==> config.mk <==
export PLATFORM = sky130hd
export DESIGN_NAME = mem_bus_decoder
export DESIGN_NICKNAME = d
export VERILOG_FILES = /design/src/rtl/mem_bus_pkg.sv /design/src/rtl/mem_bus_timer.sv /design/src/rtl/mem_bus_decoder.sv
export SDC_FILE = /design/constraint.sdc
export NUM_CORES = 1
export LEC_CHECK = 0
export BUFFER_PORTS_ARGS = -buffer_cell sky130_fd_sc_hd__buf_4
export CAP_MARGIN = 0
export CORE_AREA = 4 4 148 150
export CTS_BUF_LIST = sky130_fd_sc_hd__clkbuf_8
export DETAILED_ROUTE_END_ITERATION = 10
export DIE_AREA = 0 0 152 154
export GPL_TIMING_DRIVEN = 0
export SETUP_SLACK_MARGIN = 0.02
export SLEW_MARGIN = 20
export SYNTH_ARGS = -nofsm -noshare
export SYNTH_HDL_FRONTEND = slang
export SYNTH_SLANG_ARGS = --single-unit
==> constraint.sdc <==
create_clock -name clk -period 2.5 [get_ports clk]
set_clock_uncertainty 0.1 [all_clocks]
set_input_delay 0.125 -clock clk [delete_from_list [all_inputs] [get_ports clk]]
set_output_delay 0.125 -clock clk [all_outputs]
set_load 0.01 [all_outputs]
==> src/rtl/mem_bus_pkg.sv <==
// Shared types and helpers for the picorv32 memory-bus decoder.
package mem_bus_pkg;

  typedef enum logic [1:0] {
    IDLE,
    WAIT,
    ACK
  } state_t;

  localparam logic [31:0] ERR_RDATA = 32'h0000_0000;

  // Wait-state nibble for slave idx, from a zero-extended SLAVE_LAT
  function automatic logic [3:0] lat_of(
    input logic [63:0] lat,
    input logic [3:0]  idx
  );
    return lat[{idx, 2'b00} +: 4];
  endfunction

endpackage

==> src/rtl/mem_bus_timer.sv <==
// Loadable 8-bit counter: counts down to zero for wait states,
// or up to LIMIT for handshake timeout.
module mem_bus_timer #(
  parameter logic [7:0] LIMIT = 8'd255
) (
  input  logic       clk,
  input  logic       rst,
  input  logic       load,
  input  logic [7:0] load_val,
  input  logic       en,
  input  logic       up,
  output logic       hit
);

  logic [7:0] count;

  always_ff @(posedge clk) begin
    if (rst) begin
      count <= 8'd0;
    end else if (load) begin
      count <= load_val;
    end else if (en) begin
      if (up) begin
        count <= count + 8'd1;
      end else if (count != 8'd0) begin
        count <= count - 8'd1;
      end
    end
  end

  assign hit = up ? (count == LIMIT) : (count == 8'd0);

endmodule

==> src/rtl/mem_bus_decoder.sv <==
// Address-decoding bus fabric between the picorv32 native port
// and up to 16 slaves, with wait-state/handshake completion.
module mem_bus_decoder
  import mem_bus_pkg::*;
#(
  parameter int                      NUM_SLAVES = 8,
  parameter int                      SEL_HI     = 15,
  parameter int                      SEL_LO     = 12,
  parameter logic [NUM_SLAVES*4-1:0] SLAVE_LAT  = '0,
  parameter logic [NUM_SLAVES-1:0]   SLAVE_HS   = '0,
  parameter int                      TIMEOUT    = 255
) (
  input  logic                     clk,
  input  logic                     rst,
  input  logic                     cpu_valid,
  input  logic [31:0]              cpu_addr,
  input  logic [3:0]               cpu_wstrb,
  output logic                     cpu_ready,
  output logic [31:0]              cpu_rdata,
  output logic [NUM_SLAVES-1:0]    slv_cs,
  input  logic [NUM_SLAVES-1:0]    slv_ready,
  input  logic [NUM_SLAVES*32-1:0] slv_rdata,
  output logic                     bus_err,
  output logic [31:0]              err_addr,
  output logic [7:0]               err_count
);

  localparam int          IW    = SEL_HI - SEL_LO + 1;
  localparam logic [15:0] HS16  = 16'(SLAVE_HS);
  localparam logic [63:0] LAT64 = 64'(SLAVE_LAT);

  state_t        state;
  state_t        state_n;
  logic [IW-1:0] idx;
  logic [3:0]    sel;
  logic [3:0]    sel_q;
  logic          hs;
  logic [15:0]   rdy16;
  logic [511:0]  rd512;
  logic [31:0]   rd_sel;
  logic [7:0]    t_val;
  logic          hit;
  logic          start;
  logic          done;
  logic          fail;
  logic          unused_ok;

  assign idx    = cpu_addr[SEL_HI:SEL_LO];
  assign sel    = 4'(idx);
  assign hs     = HS16[sel_q];
  assign rdy16  = 16'(slv_ready);
  assign rd512  = 512'(slv_rdata);
  assign rd_sel = rd512[{sel_q, 5'd0} +: 32];
  assign t_val  = HS16[sel] ? 8'd0 : {4'd0, lat_of(LAT64, sel)};

  // Write strobes go straight to the slaves
  assign unused_ok = ^cpu_wstrb;

  mem_bus_timer #(
    .LIMIT (8'(TIMEOUT))
  ) u_timer (
    .clk      (clk),
    .rst      (rst),
    .load     (start),
    .load_val (t_val),
    .en       (state == WAIT),
    .up       (hs),
    .hit      (hit)
  );

  always_comb begin
    state_n = state;
    start   = 1'b0;
    done    = 1'b0;
    fail    = 1'b0;
    unique case (state)
      IDLE: begin
        if (cpu_valid) begin
          if (32'(idx) >= NUM_SLAVES) begin
            fail    = 1'b1;
            state_n = ACK;
          end else begin
            start   = 1'b1;
            state_n = WAIT;
          end
        end
      end
      WAIT: begin
        // Ready beats timeout when both land on the same edge
        if (!cpu_valid) begin
          state_n = IDLE;
        end else if (hs ? rdy16[sel_q] : hit) begin
          done    = 1'b1;
          state_n = ACK;
        end else if (hs && hit) begin
          fail    = 1'b1;
          state_n = ACK;
        end
      end
      ACK: begin
        state_n = IDLE;
      end
      default: begin
        state_n = IDLE;
      end
    endcase
  end

  always_ff @(posedge clk) begin
    if (rst) begin
      state     <= IDLE;
      sel_q     <= 4'd0;
      slv_cs    <= '0;
      cpu_ready <= 1'b0;
      cpu_rdata <= 32'd0;
      bus_err   <= 1'b0;
      err_addr  <= 32'd0;
      err_count <= 8'd0;
    end else begin
      state     <= state_n;
      cpu_ready <= done | fail;
      bus_err   <= fail;
      if (start) begin
        sel_q  <= sel;
        slv_cs <= NUM_SLAVES'(1) << sel;
      end else if (state_n != WAIT) begin
        slv_cs <= '0;
      end
      if (done) begin
        cpu_rdata <= rd_sel;
      end
      if (fail) begin
        cpu_rdata <= ERR_RDATA;
        err_addr  <= cpu_addr;
        if (err_count != 8'hFF) begin
          err_count <= err_count + 8'd1;
        end
      end
    end
  end

endmodule

==> results of run 1 <==
final timing paths:
| kind | start | to | slack, ns | cells past startpoint |
|---|---|---|---|---|
| worst min register to register | sel_q[3] | sel_q[3] | 0.34 | 2 |
| worst max register to register | sel_q[2] | cpu_rdata[20] | 0.14 | 5 |
| worst min-delay path | cpu_addr[15] | state[0] | 0.06 | 4 |
| worst max-delay path | sel_q[2] | cpu_rdata[20] | 0.14 | 5 |
area by class of cell:
type	instances	area (um^2)
timing repair buffer	403	3100
buffer	40	186
tap	275	344
clock inverter	7	63.8
fill	2073	11700
clock buffer	9	124
multi-input combinational	322	3190
sequential	96	1920
inverter	11	41.3
layout by cell type, fill, tap and decap left out, drive strengths merged, types with 2 or more instances in the layout:
| master | instances |
|---|---|
| a21oi | 34 |
| dfxtp | 96 |
| xor2 | 5 |
| o21ai | 3 |
| a2111oi | 2 |
| mux2 | 32 |
| ha | 2 |
| nor2b | 6 |
| xnor2 | 4 |
| nand2 | 66 |
| a211oi | 5 |
| nor3 | 2 |
| nor4b | 3 |
| mux2i | 7 |
| or3 | 2 |
| clkinvlp | 2 |
| a22o | 32 |
| a32o | 8 |
| clkinv | 3 |
| dlygate4sd3 | 31 |
| clkbuf | 28 |
| nand3 | 3 |
| nor2 | 25 |
| inv | 13 |
| mux4 | 64 |
| buf | 393 |
| nand4 | 3 |
layer usage:
metal	up-vias	track usage (%)	wire length (um)
met2	214	32.5	11500
met1	2697	22.8	9390
met3	36	4.28	1360
li1	2616	-	-
met5	-	0	0
met4	0	7.36	688
critical path, cell delays in order, from the launching register on:
cell and delay, ns:
dfxtp_1 0.42, buf_2 0.31, buf_1 0.54, mux4_2 0.40, mux2_2 0.29, a22o_1 0.19
state kept, by name (all words and copies together), names as in the netlist:
signal and count:
cpu_ready 1, slv_cs 8, err_addr 32, sel_q 4, cpu_rdata 32, state 2, err_count 8, bus_err 1
u_timer.count 8
repair_timing:
action | in CTS | in global routing
endpoints found under the setup margin | 3 | 9
setup buffers | 0 | 0
pin swaps | 0 | 0
gates resized for setup | 1 | 4
endpoints found under the hold margin | 38 | 0
hold buffers | 31 | 0
cell families after synthesis:
logic type                 after synthesis  synth area share, %
adders and majority gates                2                0.469
and+or+nand+nor                        121                 10.9
muxes                                  103                 35.1
buffers and inverters                   51                 4.18
AOI/OAI and AO/OA                       87                 11.8
DFF                                     96                 36.0
xor gates and xnor gates                 9                 1.48
per-stage QoR:
step | cells | area [um^2] | worst slack (ns) | hold slack (ns)
global route | 1163 | 8970 | 0.0328 | 0.0805
detailed placement | 1116 | 8470 | 0.00718 | 0.281
floorplan | 469 | 5330 | 0.576 | 0.161
finish | 1163 | 8970 | 0.143 | 0.0607
CTS | 1163 | 8970 | 0.0535 | 0.0404
global placement | 1116 | 8470 | 0.00567 | 0.272
where the power goes:
| group | leakage [nW] | total (mW) | internal (mW) | switching (mW) |
|---|---|---|---|---|
| combinational | 2.99 | 0.980 | 0.625 | 0.355 |
| clock | 0.0895 | 1.02 | 0.381 | 0.634 |
| sequential | 0.779 | 1.60 | 1.57 | 0.0257 |
==> results.json, run 1 <==
{
  "finalSetupTns_ns": 0,
  "grt_pass1_wl_um": 34100,
  "drt_iter0_markers": 285,
  "globalRouteTotalUtil_pct": 18.8,
  "avgSynthCellArea_um2": 11.4,
  "io_buffers": 372,
  "p_leak_nw": 3.86,
  "fmax_mhz": 424,
  "max-vdd-ir-drop_uv": 225,
  "drt_pre_antenna_iters": 4,
  "async_flop_share_pct": 0,
  "synth_top_area_share_pct": 36.0,
  "grt_max_degree": 19,
  "clk_path_buf_depth": 2,
  "antenna_left": 0,
  "cts_tree": "done",
  "drc": 0,
  "die_h_um": 154,
  "post-route-min-period_ns": 2.36,
  "netlist_instances": 469,
  "ys_top_cells_by_area": "dfxtp_1, mux4_2, mux2_2, a22o_1, nand2_1",
  "num_antenna_cells": 0,
  "yosysUniqueCellTypes": 43,
  "worst_pin_slew_ns": 0.649,
  "drive_gt1_share_pct": 57.4,
  "synth_top_area_cell": "dfxtp_1",
  "synth_fp_nets": 774,
  "clock_latency_ns": 0.39,
  "yosysMostFrequentCell": "dfxtp_1",
  "crit_type": "flop to flop",
  "ys_ff_latch": 96,
  "clock_sinks": 96,
  "area_growth_pct": 68.3,
  "cts.root.buffer_cell": "clkbuf_8",
  "antenna_found_initial": 0,
  "rows": 53,
  "yosys-top-cells-count": "dfxtp_1, nand2_1, mux4_2, a21oi_1",
  "cts.clk_slew.worst_paths_ns": 0.10,
  "wl_per_cell_um": 19.7,
  "final_core_util_pct": 43.4,
  "worstPathRequired_ns": 2.68,
  "post-dp-hpwl_um": 19000,
  "initial_core_util_pct": 25.8,
  "p_total_mw": 3.60,
  "post-route-period-util_pct": 94.3,
  "grt-ovfl-total": 0,
  "final_nets": 1188,
  "netlist_area_mm2": 0.00533,
  "hold_path_class": "input port to flop",
  "hold_viol_final": 0,
  "vias_per_cell": 4.78,
  "endpoint_kind": "flop",
  "gp_congestion": 0.884,
  "num_vias": 5563,
  "ys_seq_area_share_pct": 36.0,
  "grt_pass1_vias": 5906,
  "cts_buffers": 9,
  "cp_max_fo": 10,
  "setup_viol": 0,
  "pin_count": 385,
  "die_w_um": 152,
  "synth-main-ff-cell": "dfxtp_1",
  "maxSlewHeadroom_pct": 56.8,
  "ys_warn_count": 0,
  "power_density_mw_per_mm2": 401,
  "cp.arrival_ns": 2.54,
  "die_area_mm2": 0.0234,
  "synth_edf_count": 0,
  "routed_wl_um": 22900,
  "rsz0062_at_grt": "no",
  "htree_levels": 3,
  "slew_viol_final": 0,
  "status": "complete, no violations",
  "critPathLaunchType": "flop",
  "core_area_mm2": 0.0207,
  "max_cap_violations": 0
}
(Power assumes the default switching activity.)
==> run 2: changes to the inputs <==
CORE_AREA = 4 4 147 149   (was 4 4 148 150)
DIE_AREA = 0 0 151 153   (was 0 0 152 154)
RECOVER_POWER = 100   (was not set)
clock period = 2.1 ns   (was 2.5 ns; I/O delays follow)
==> results.json, run 2 (synthesis results as in run 1) <==
{
  "cts_buffers": 9,
  "largestRegisters": "cpu_rdata (32), err_addr (32)",
  "hold_path_class": "input port to flop",
  "endpoint_kind": "flop",
  "p_total_mw": 4.38,
  "die_w_um": 151,
  "p_leak_nw": 3.58,
  "initial_core_util_pct": 26.4,
  "io_buffers": 372,
  "worst_pin_slew_ns": 0.632,
  "status": "complete, no violations",
  "critPathLaunchType": "flop",
  "max_cap_violations": 0,
  "cp.arrival_ns": 2.19,
  "power_density_mw_per_mm2": 496,
  "max-vdd-ir-drop_uv": 240,
  "die_h_um": 153,
  "cts.root.buffer_cell": "clkbuf_8",
  "crit_type": "flop to flop",
  "drc": 0,
  "antenna_found_initial": 0,
  "core_area_mm2": 0.0202,
  "layout_commonest_cell": "buf_4",
  "grt_pass1_vias": 5849,
  "rsz0062_at_grt": "yes",
  "clock_sinks": 96,
  "globalRouteTotalUtil_pct": 19.3,
  "hold_ws_ns": 0.0435,
  "drive_gt1_share_pct": 49.4,
  "drt_iter0_markers": 307,
  "fin_area_mm2": 0.00882,
  "num_vias": 5541,
  "post-route-period-util_pct": 95.7,
  "antenna_left": 0,
  "post-dp-hpwl_um": 18900,
  "gp_congestion": 0.856,
  "fmax_mhz": 498,
  "placed_cells": 1111,
  "area_growth_pct": 65.5,
  "layoutNonFillerInstCount": 1159,
  "die_area_mm2": 0.0231,
  "vias_per_cell": 4.78,
  "pre_cts_ws_ns": -0.425,
  "drt_pre_antenna_iters": 4,
  "clock_latency_ns": 0.38,
  "hold_viol_final": 0,
  "cp_max_fo": 10,
  "slew_viol_final": 0,
  "pin_count": 385,
  "routed_wl_um": 23000,
  "final_core_util_pct": 43.8,
  "post_dp_cell_area_mm2": 0.00846,
  "setup_viol": 0,
  "finalSetupTns_ns": 0,
  "final_nets": 1189,
  "cts.clk_slew.worst_paths_ns": 0.11,
  "cts_tree": "done",
  "nFillCells": 2066,
  "num_antenna_cells": 0,
  "grt-ovfl-total": 0,
  "post-route-min-period_ns": 2.01,
  "grt_pass1_wl_um": 33800,
  "rows": 52,
  "maxSlewHeadroom_pct": 57.9,
  "wl_per_cell_um": 19.9,
  "fin_ws_ns": 0.0913,
  "clk_path_buf_depth": 2,
  "grt_max_degree": 19,
  "worstPathRequired_ns": 2.28,
  "layout_common_cells": "buf_4, clkbuf_1, dfxtp_1",
  "htree_levels": 3
}
==> run 2: cell types whose count changed in the layout (fill, tap and decap cells not counted), moves of 3 or more <==
cell,before,now
buf_4,377,297
clkbuf_1,16,96
buf_2,11,0
buf_6,0,11
buf_1,5,1
clkbuf_4,0,3
==> run 2: path summary, 6_finish.rpt <==
kind / endpoint / slack, ns / cells past startpoint / startpoint
worst max-delay path: cpu_rdata[1] / 0.09 / 5 / sel_q[2]
worst min register to register: err_addr[22] / 0.36 / 2 / err_addr[22]
worst min-delay path: sel_q[0] / 0.04 / 4 / cpu_addr[15]
worst max register to register: cpu_rdata[1] / 0.09 / 5 / sel_q[2]
==> run 2: what timing repair did <==
action	CTS	global route
pin swaps	1	3
buffers inserted	2	1
resized for setup	27	27
endpoints found under the hold margin	40	0
setup endpoints to repair	39	72
hold buffers	31	0
==> run 2: final cells by class <==
class | instances | area (um^2) | share of cell area, %
plain buffers | 38 | 275 | 3.12
clock buffers | 9 | 124 | 1.40
clock inverters | 7 | 88.8 | 1.01
inverters | 11 | 41.3 | 0.468
multi-input cells | 322 | 3230 | 36.6
flip-flops and latches | 96 | 1920 | 21.8
well taps | 270 | 338 | 3.83
repair buffers | 406 | 2810 | 31.8
==> run 2: critical path, cell delays in order, from the launching register on <==
cell and delay [ns]:
dfxtp_1 0.47, buf_4 0.26, buf_4 0.25, mux4_2 0.36, mux2_2 0.28, a22o_1 0.19
==> run 2: where the power goes <==
| group | internal, mW | total, mW | switching (mW) |
|---|---|---|---|
| Sequential | 1.87 | 1.91 | 0.0326 |
| Combinational | 0.727 | 1.15 | 0.419 |
| Clock | 0.574 | 1.33 | 0.753 |
| Total | 3.18 | 4.38 | 1.20 |
==> run 2: per-layer routing <==
layer	GRT usage (%)	share of wire (%)
met1	22.9	39
met2	33.4	52
met3	5.51	7.0
met4	6.09	2.6
met5	0	0
